===== config.mk =====
export PLATFORM = sky130hd
export DESIGN_NAME = minmax_requester_flat
export DESIGN_NICKNAME = d
export VERILOG_FILES = /design/src/rtl/minmax_requester_if.sv /design/src/rtl/minmax_requester.sv /design/src/flat_wrapper.sv
export SDC_FILE = /design/constraint.sdc
export NUM_CORES = 1
export LEC_CHECK = 0
export ABC_AREA = 1
export CORE_UTILIZATION = 51
export DETAILED_ROUTE_END_ITERATION = 6
export PLACE_DENSITY = 0.85
export SLEW_MARGIN = 0
export SYNTH_ARGS = -nofsm -noshare
export SYNTH_HDL_FRONTEND = slang
export SYNTH_SLANG_ARGS = --single-unit

===== constraint.sdc =====
create_clock -name CLK -period 4.1 [get_ports CLK]
set_input_delay 1.025 -clock CLK [delete_from_list [all_inputs] [get_ports CLK]]
set_output_delay 1.025 -clock CLK [all_outputs]
set_load 0.01 [all_outputs]

===== src/rtl/minmax_requester_if.sv =====
// Bundle of sample-stream, comparator and result-port signals for minmax_requester.
// The master modport is the requester; the slave modport is its surroundings
// (sample producer, sorting comparator and result consumer).
//
// Handshake rule for both streams (S_* and R_*): a word transfers on a rising
// CLK edge where VALID and READY are both high. Once VALID is raised, the
// source holds it and its payload stable until that edge. READY may be raised
// or dropped freely and never depends on the same cycle's VALID.
interface minmax_requester_if #(
    parameter int DATA_WIDTH = 16,
    parameter int NUM_INPUTS = 8
);
    logic                             S_VALID;
    logic                             S_READY;
    logic [DATA_WIDTH-1:0]            S_DATA;
    logic                             S_MODE;

    logic                             CMP_RST_N;
    logic                             CMP_MODE;
    logic [DATA_WIDTH*NUM_INPUTS-1:0] CMP_DIN;
    logic [DATA_WIDTH-1:0]            CMP_DOUT;
    logic                             CMP_DONE;

    logic                             R_VALID;
    logic                             R_READY;
    logic [DATA_WIDTH-1:0]            R_DATA;
    logic                             R_MODE;
    logic                             R_ERR;

    modport master (
        input  S_VALID, S_DATA, S_MODE, CMP_DOUT, CMP_DONE, R_READY,
        output S_READY, CMP_RST_N, CMP_MODE, CMP_DIN, R_VALID, R_DATA, R_MODE, R_ERR
    );

    modport slave (
        output S_VALID, S_DATA, S_MODE, CMP_DOUT, CMP_DONE, R_READY,
        input  S_READY, CMP_RST_N, CMP_MODE, CMP_DIN, R_VALID, R_DATA, R_MODE, R_ERR
    );
endinterface


===== src/rtl/minmax_requester.sv =====
// minmax_requester: gathers NUM_INPUTS samples into the comparator's parallel
// bus, releases the comparator from reset for exactly one sort, captures the
// result and offers it on a valid/ready result port.
// Optional build macro CMP_TIMEOUT_EN adds a WAIT-state watchdog that gives up
// after TIMEOUT_CYCLES cycles and returns R_DATA = 0 with R_ERR = 1.
module minmax_requester #(
    parameter int DATA_WIDTH     = 16,
    parameter int NUM_INPUTS     = 8,
    parameter int TIMEOUT_CYCLES = 15
) (
    input  logic               CLK,
    input  logic               RST_N,
    minmax_requester_if.master bus,
    output logic [1:0]         dbg_state
);

    localparam int CW = (NUM_INPUTS > 2) ? $clog2(NUM_INPUTS) : 1;

    typedef enum logic [1:0] {
        ST_FILL   = 2'd0,
        ST_ARM    = 2'd1,
        ST_WAIT   = 2'd2,
        ST_RESULT = 2'd3
    } state_t;

    state_t                           state;
    state_t                           state_next;
    logic [CW-1:0]                    count;
    logic                             cmp_rst_n_q;
    logic                             cmp_mode_q;
    logic [DATA_WIDTH*NUM_INPUTS-1:0] cmp_din_q;
    logic                             r_valid_q;
    logic [DATA_WIDTH-1:0]            r_data_q;
    logic                             r_mode_q;
    logic                             r_err_q;

    logic s_fire;
    logic r_fire;
    logic last_word;
    logic timeout_hit;

    // S_READY is gated by RST_N so it drops the instant reset is asserted.
    assign bus.S_READY = (state == ST_FILL) && RST_N;
    assign s_fire      = bus.S_VALID && bus.S_READY;
    assign r_fire      = r_valid_q && bus.R_READY;
    assign last_word   = (count == CW'(NUM_INPUTS - 1));

    assign bus.CMP_RST_N = cmp_rst_n_q;
    assign bus.CMP_MODE  = cmp_mode_q;
    assign bus.CMP_DIN   = cmp_din_q;
    assign bus.R_VALID   = r_valid_q;
    assign bus.R_DATA    = r_data_q;
    assign bus.R_MODE    = r_mode_q;
    assign bus.R_ERR     = r_err_q;
    assign dbg_state     = state;

`ifdef CMP_TIMEOUT_EN
    localparam int TW = $clog2(TIMEOUT_CYCLES + 1);
    logic [TW-1:0] tmo_cnt;

    // Watchdog: counts cycles spent in WAIT, cleared in every other state.
    always_ff @(posedge CLK or negedge RST_N) begin
        if (!RST_N) begin
            tmo_cnt <= '0;
        end else if (state != ST_WAIT) begin
            tmo_cnt <= '0;
        end else begin
            tmo_cnt <= tmo_cnt + TW'(1);
        end
    end

    // Fires during the TIMEOUT_CYCLES-th WAIT cycle; CMP_DONE in that cycle still wins.
    assign timeout_hit = (state == ST_WAIT) && (tmo_cnt == TW'(TIMEOUT_CYCLES - 1));
`else
    // TIMEOUT_CYCLES has no role without the watchdog; WAIT holds until CMP_DONE.
    logic unused_timeout_cycles;
    assign unused_timeout_cycles = (TIMEOUT_CYCLES > 0);
    assign timeout_hit           = 1'b0;
`endif

    // State register.
    always_ff @(posedge CLK or negedge RST_N) begin
        if (!RST_N) begin
            state <= ST_FILL;
        end else begin
            state <= state_next;
        end
    end

    // Next-state logic: FILL -> ARM -> WAIT -> RESULT -> FILL.
    always_comb begin
        state_next = state;
        case (state)
            ST_FILL:   if (s_fire && last_word) state_next = ST_ARM;
            ST_ARM:    state_next = ST_WAIT;
            ST_WAIT:   if (bus.CMP_DONE || timeout_hit) state_next = ST_RESULT;
            ST_RESULT: if (r_fire) state_next = ST_FILL;
            default:   state_next = ST_FILL;
        endcase
    end

    // Batch capture: write each accepted sample into its slot, latch mode on word 0.
    always_ff @(posedge CLK or negedge RST_N) begin
        if (!RST_N) begin
            count      <= '0;
            cmp_mode_q <= 1'b0;
            cmp_din_q  <= '0;
        end else if ((state == ST_FILL) && s_fire) begin
            for (int k = 0; k < NUM_INPUTS; k++) begin
                if (count == CW'(k)) begin
                    cmp_din_q[k*DATA_WIDTH +: DATA_WIDTH] <= bus.S_DATA;
                end
            end
            if (count == '0) begin
                cmp_mode_q <= bus.S_MODE;
            end
            count <= last_word ? '0 : count + CW'(1);
        end
    end

    // Comparator release and result port: CMP_RST_N is high only during WAIT.
    always_ff @(posedge CLK or negedge RST_N) begin
        if (!RST_N) begin
            cmp_rst_n_q <= 1'b0;
            r_valid_q   <= 1'b0;
            r_data_q    <= '0;
            r_mode_q    <= 1'b0;
            r_err_q     <= 1'b0;
        end else begin
            case (state)
                ST_ARM: begin
                    cmp_rst_n_q <= 1'b1;
                end
                ST_WAIT: begin
                    if (bus.CMP_DONE) begin
                        r_data_q    <= bus.CMP_DOUT;
                        r_mode_q    <= cmp_mode_q;
                        r_err_q     <= 1'b0;
                        r_valid_q   <= 1'b1;
                        cmp_rst_n_q <= 1'b0;
                    end else if (timeout_hit) begin
                        r_data_q    <= '0;
                        r_mode_q    <= cmp_mode_q;
                        r_err_q     <= 1'b1;
                        r_valid_q   <= 1'b1;
                        cmp_rst_n_q <= 1'b0;
                    end
                end
                ST_RESULT: begin
                    if (r_fire) begin
                        r_valid_q <= 1'b0;
                    end
                end
                default: begin
                    cmp_rst_n_q <= 1'b0;
                end
            endcase
        end
    end

endmodule

===== src/flat_wrapper.sv =====
// flat-port wrapper written by rule: the top's interface ports become plain ports
module minmax_requester_flat 
#(
    parameter int DATA_WIDTH     = 16,
    parameter int NUM_INPUTS     = 8,
    parameter int TIMEOUT_CYCLES = 15
)
  (CLK, RST_N, dbg_state, bus_S_VALID, bus_S_DATA, bus_S_MODE, bus_CMP_DOUT, bus_CMP_DONE, bus_R_READY, bus_S_READY, bus_CMP_RST_N, bus_CMP_MODE, bus_CMP_DIN, bus_R_VALID, bus_R_DATA, bus_R_MODE, bus_R_ERR);
  minmax_requester_if #(.DATA_WIDTH(DATA_WIDTH), .NUM_INPUTS(NUM_INPUTS)) bus_i ();
  input  logic CLK;
  input  logic RST_N;
  output logic [1:0] dbg_state;
  input wire logic [$bits(bus_i.S_VALID)-1:0] bus_S_VALID;
  input wire logic [$bits(bus_i.S_DATA)-1:0] bus_S_DATA;
  input wire logic [$bits(bus_i.S_MODE)-1:0] bus_S_MODE;
  input wire logic [$bits(bus_i.CMP_DOUT)-1:0] bus_CMP_DOUT;
  input wire logic [$bits(bus_i.CMP_DONE)-1:0] bus_CMP_DONE;
  input wire logic [$bits(bus_i.R_READY)-1:0] bus_R_READY;
  output wire logic [$bits(bus_i.S_READY)-1:0] bus_S_READY;
  output wire logic [$bits(bus_i.CMP_RST_N)-1:0] bus_CMP_RST_N;
  output wire logic [$bits(bus_i.CMP_MODE)-1:0] bus_CMP_MODE;
  output wire logic [$bits(bus_i.CMP_DIN)-1:0] bus_CMP_DIN;
  output wire logic [$bits(bus_i.R_VALID)-1:0] bus_R_VALID;
  output wire logic [$bits(bus_i.R_DATA)-1:0] bus_R_DATA;
  output wire logic [$bits(bus_i.R_MODE)-1:0] bus_R_MODE;
  output wire logic [$bits(bus_i.R_ERR)-1:0] bus_R_ERR;
  assign bus_i.S_VALID = bus_S_VALID;
  assign bus_i.S_DATA = bus_S_DATA;
  assign bus_i.S_MODE = bus_S_MODE;
  assign bus_i.CMP_DOUT = bus_CMP_DOUT;
  assign bus_i.CMP_DONE = bus_CMP_DONE;
  assign bus_i.R_READY = bus_R_READY;
  assign bus_S_READY = bus_i.S_READY;
  assign bus_CMP_RST_N = bus_i.CMP_RST_N;
  assign bus_CMP_MODE = bus_i.CMP_MODE;
  assign bus_CMP_DIN = bus_i.CMP_DIN;
  assign bus_R_VALID = bus_i.R_VALID;
  assign bus_R_DATA = bus_i.R_DATA;
  assign bus_R_MODE = bus_i.R_MODE;
  assign bus_R_ERR = bus_i.R_ERR;
  minmax_requester #(.DATA_WIDTH(DATA_WIDTH), .NUM_INPUTS(NUM_INPUTS), .TIMEOUT_CYCLES(TIMEOUT_CYCLES)) u_core (.CLK(CLK), .RST_N(RST_N), .bus(bus_i), .dbg_state(dbg_state));
endmodule

# [Word-level counts from Yosys, hierarchy flattened]
# Cells that the tools add are included.
# W data, S select, Z words.
[op_classes] mux=10 n_eq_ne=13 bitwise_logic=1 n_reduce_logical=20 n_addsub=1
[op_table] op="$reduce_and A2 Y1" count=10
[op_table] op="$eq A3 B3 Y1 const B" count=4
[op_table] op="$pmux W2 S4" count=1
[op_table] op="$eq A3 B2 Y1 const B" count=2
[op_table] op="$mux W2" count=3
[op_table] op="$reduce_and A3 Y1" count=2
[op_table] op="$logic_and A1 B1 Y1" count=5
[op_table] op="$eq A2 B2 Y1 const B" count=2
[op_table] op="$ne A2 B2 Y1 const B" count=2
[op_table] op="$add A3 B1 Y3 const B" count=1
[op_table] op="$eq A3 B1 Y1 const B" count=1
[op_table] op="$logic_not A3 Y1" count=1
[op_table] op="$mux W1" count=3
[op_table] op="$mux W3" count=1
[op_table] op="$pmux W1 S3" count=1
[op_table] op="$eq A2 B1 Y1 const B" count=1
[op_table] op="$logic_not A2 Y1" count=1
[op_table] op="$ne A2 B1 Y1 const B" count=1
[op_table] op="$pmux W1 S2" count=1
[op_table] op="$reduce_bool A2 Y1" count=1
[op_table] op="$not A1 Y1" count=1
[word_totals] reg_bits=153 elab_cells=60 input_bits=38

# [Depth between registers and ports, before layout]
[depth] ltp_word=6 depth_mapped=10

# [Least setup slack after synthesis]
# No wires, ideal clock.
[synth_timing] path_type="input-to-output" from="input RST_N" to="output bus_S_READY" t_required_ns=3.075 cell_stages=2 arrival_ns=1.160 path_buffers=0 path_slack_ns=1.915 cell_sequence="nand2_1 -> inv_2"
[synth_between] elab_chain_cells=1
[synth_rtl] element="start, declared" line_no="flat_wrapper.sv:11" rtl="input logic RST_N;"
[synth_rtl] element="$logic_and A1 B1 Y1" line_no="minmax_requester.sv:43" rtl="assign bus.S_READY = (state == ST_FILL) && RST_N;"
[synth_rtl] element="end, declared" line_no="flat_wrapper.sv:19" rtl="output wire logic [$bits(bus_i.S_READY)-1:0] bus_S_READY;"
# No other way between the ends.

# [Worst setup path after layout]
[layout_timing] from="register u_core.state[0] (netlist: u_core.dbg_state[0])" to="output bus_S_READY"
[layout_between] elab_chain_cells=2
[layout_rtl] element="start, declared" line_no="minmax_requester.sv:26" rtl="state_t state;"
[layout_rtl] element="start signal, assigned" line_no="minmax_requester.sv:86" rtl="state <= state_next;"
[layout_rtl] element="$logic_not A2 Y1" line_no="minmax_requester.sv:43"
[layout_rtl] element="$logic_and A1 B1 Y1" line_no="minmax_requester.sv:43"
# No other way between the ends.

==> results.toml <==
[worst_setup_path]
worst-setup-path-type = "reg2out"
timing_startpoint_of_the_critical_path = "u_core.dbg_state[0]"
cp.required_ps = 3070
timing.critical_path.to_type = "primary output"
cp_data_arrival_time_ps = 1880
critPathSlowestCell = "sky130_fd_sc_hd__clkdlybuf4s50_1"
cp_slowest_stage_delay_ps = 530
critical_path.reg2reg.startpoint = "u_core.dbg_state[0]"
crit_path_cell_trace = "inv_1 > ha_1 > nand2_1 > inv_2 > clkdlybuf4s50_1"
timing.critical_path.fanout_max = 5
startpoint_type = "flip-flop"

[outcome]
outcome = "finished clean"

[placement]
place_congestion = 0.812
io_buffer_count = 188
placedCellCount = 1020
hpwl_um = 11800

[clock_network]
clock-sinks = 153
htree_levels = 4
cts.hold.buffers_added = 0
worst_skew_late_latency_ps = 420
clkTransAtPathRegs_ps = 60
clock_tree.buffer_depth = 2
cts-buffers-inserted = 17
clock_tree.root_cell = "sky130_fd_sc_hd__clkbuf_16"
post_cts_resize_count = 0
cts_post_setup_buffers_inserted = 0
tritoncts = "done"

[timing]
fin_skew_ps = 8.82
setup_repair_after_global_routing_missed_its_margin = "no"
slew_headroom_pct = 36.0
achievable-frequency_ghz = 0.345
final_period_minus_worst_setup_slack_ps = 2900
final_max_slew_viol_count = 0
setup_viol_count_final = 0
final.period_utilization_pct = 70.8
tns_ps = 0
final-hold-violation-count = 0
worst_slew_pin_slew_ps = 959
worst_hold_slack_ps = 478

[yosys]
cell_types_with_the_largest_area_share_after_synthesis = "sky130_fd_sc_hd__dfrtp_1 59%, sky130_fd_sc_hd__nand2_1 20%, sky130_fd_sc_hd__o21ai_0 6.3%"
postSynthNetCount = 756
async_reset_ff_share_pct = 100
fraction_of_post_synthesis_cell_area_in_the_top_cell_type_by_area_pct = 59.1
ys_types = 26
netlist_area_mm2 = 0.00647
synth.avg_cell_area_um2 = 9.16
synth_area_leader_cell = "sky130_fd_sc_hd__dfrtp_1"
ys_ff_latch = 153
synth_enable_flop_cells = 0
post_synth_inst_count = 707
seq_area_frac_synth_pct = 59.1
synth.yosys.warnings = 0
synth-main-ff-cell = "sky130_fd_sc_hd__dfrtp_1"

[die]
ios = 190
die-width_um = 115
die_height_um = 115
start_util_pct = 53.0
fp-row-count = 40
core_mm2 = 0.0122
die_area_mm2 = 0.0132

[global_route]
antenna_found_initial = 0
globalRoute.totalOverflow = 0
grt_pass1_wl_um = 28500
grt_max_degree = 78
global_route.usage.total_pct = 29.2
vias_in_the_first_global_route = 5448

[detailed_routing]
drc = 0
routed_via_density = 5.30
drt_wl_total_um = 18300
detailroute.via_count = 5572
post_drt_antenna_nets = 0
detail_route.iter0.violations = 522
first_pass_iters = 5
avgRoutedWirePerCell_um = 17.4

[power]
power.share.switching_pct = 34.7
power_report.internal_total_uw = 4710
worst_voltage_drop_across_the_vdd_grid_mv = 0.346
power_density_mw_per_mm2 = 809
power.switching_uw = 2500
comb_pwr_share_pct = 40.4
share_clk_of_total_power_pct = 23.4
pwr-share-seq_pct = 36.2
power.static_leakage_uw = 0.00449

[cells_and_area]
area_growth_pct = 37.7
share_of_post_route_cells_with_drive_strength_above_1_pct = 6.56
layoutNonFillerInstCount = 1052
antennaDiodeCount = 0
num-nets-final = 920

[min_path]
hp-start = "u_core.bus.CMP_DIN[124]"
hp-class = "reg2reg"

[job]
drv_cap = 0
-- critical path: cells and delay by family (launching register included) --
kind | cells | cell delay [ps]
AND/OR/NAND/NOR | 1 | 80
adder cells (fa/ha/maj) | 1 | 220
flip-flops | 1 | 430
buffers and inverters | 3 | 730
-- Yosys cell counts (4+ instances only) --
master                     instances
sky130_fd_sc_hd__nand2_1         338
sky130_fd_sc_hd__buf_4            13
sky130_fd_sc_hd__clkbuf_1          8
sky130_fd_sc_hd__nand3_1           4
sky130_fd_sc_hd__ha_1             11
sky130_fd_sc_hd__clkbuf_2          6
sky130_fd_sc_hd__o21ai_1          36
sky130_fd_sc_hd__dfrtp_1         153
sky130_fd_sc_hd__buf_2            10
sky130_fd_sc_hd__buf_6             8
sky130_fd_sc_hd__inv_1            10
sky130_fd_sc_hd__o21ai_0          82
sky130_fd_sc_hd__nand2_4           7
sky130_fd_sc_hd__nor2_8            5
-- registers in the layout (all words and copies together), names as in the netlist --
| register | cells |
|---|---|
| u_core.bus.CMP_DIN | 128 |
| u_core.bus.CMP_MODE | 1 |
| u_core.bus.CMP_RST_N | 1 |
| u_core.bus.R_DATA | 16 |
| u_core.bus.R_MODE | 1 |
| u_core.bus.R_VALID | 1 |
| u_core.count | 3 |
| u_core.dbg_state | 2 |
-- final cells by class --
| type | count | area [um2] |
|---|---|---|
| Clock inverter | 13 | 190 |
| Multi-Input combinational cell | 492 | 2260 |
| Clock buffer | 19 | 453 |
| Inverter | 14 | 55.1 |
| Sequential cell | 153 | 3830 |
| Timing Repair Buffer | 193 | 1920 |
| Fill cell | 894 | 3290 |
| Tap cell | 168 | 210 |
-- metal layers --
layer	part of all wire, %	track usage [%]	wire length (um)	vias up
li1	-	-	-	2570
met1	41	36.9	7420	2661
met2	48	47.4	8840	291
met3	8.0	6.93	1460	50
met4	3.1	14.6	567	0
met5	0	0	0	-
-- cell usage in the layout (no fill, tap or decap) --
master	n
sky130_fd_sc_hd__clkinv_1	1
sky130_fd_sc_hd__o21ai_1	36
sky130_fd_sc_hd__clkbuf_8	2
sky130_fd_sc_hd__inv_2	2
sky130_fd_sc_hd__buf_6	1
sky130_fd_sc_hd__nor2_1	2
sky130_fd_sc_hd__or2_2	1
sky130_fd_sc_hd__clkinv_2	2
sky130_fd_sc_hd__a21oi_1	1
sky130_fd_sc_hd__conb_1	1
sky130_fd_sc_hd__nand2_2	1
sky130_fd_sc_hd__inv_4	1
sky130_fd_sc_hd__clkbuf_16	17
sky130_fd_sc_hd__clkinvlp_4	1
sky130_fd_sc_hd__nor2_4	2
sky130_fd_sc_hd__buf_4	5
sky130_fd_sc_hd__nand4_2	1
sky130_fd_sc_hd__ha_1	11
sky130_fd_sc_hd__nand3_1	4
sky130_fd_sc_hd__o21ai_0	82
sky130_fd_sc_hd__nand2_4	7
sky130_fd_sc_hd__clkinv_4	3
sky130_fd_sc_hd__dfrtp_1	153
sky130_fd_sc_hd__inv_1	10
sky130_fd_sc_hd__nor2_8	5
sky130_fd_sc_hd__clkdlybuf4s50_1	187
sky130_fd_sc_hd__inv_6	3
sky130_fd_sc_hd__nand2_1	338
sky130_fd_sc_hd__bufinv_16	4
-- worst paths after layout --
check	to	slack, ps	cells after the start
worst max-delay path	bus_S_READY	1200	5
worst min register to register	u_core.bus.CMP_DIN[124]	480	2
min in group asynchronous	u_core.bus.CMP_DIN[81]	840	2
worst min-delay path	u_core.bus.CMP_DIN[124]	480	2
worst max register to register	u_core.bus.CMP_DIN[39]	1800	8
max in group asynchronous	u_core.bus.CMP_DIN[41]	1740	3
-- power by group through the flow --
stage               sequential [uW]  combinational [uW]  clock [uW]
global placement               2600                2820           0
detailed placement             2600                2900           0
floorplan                      2850                 957           0
global route                   2670                3170        1760
finish                         2610                2910        1690
CTS                            2600                2930        1700
-- stage by stage --
step           util [%]  instance area (um2)  total power (uW)  worst slack (ps)
6_report           73.0                 8920              7210              1200
5_1_grt            73.0                 8920              7610              1110
4_1_cts            73.0                 8920              7230              1190
3_5_place_dp       67.8                 8270              5510              1140
3_3_place_gp       67.8                 8270              5420              1150
2_1_floorplan         -                 6470              3810              1910
-- kinds of logic (layout without fill, tap and decap cells) --
group	after synthesis	after routing	share of synthesized area [%]
other	1	1	0.0579
adders and majority gates	11	11	2.13
buffers and inverters	62	239	5.97
and+or+nand+nor	361	361	23.5
DFF	153	153	59.1
AOI/OAI and AO/OA	119	119	9.20
Note: power is estimated with default switching activity, not from simulation.
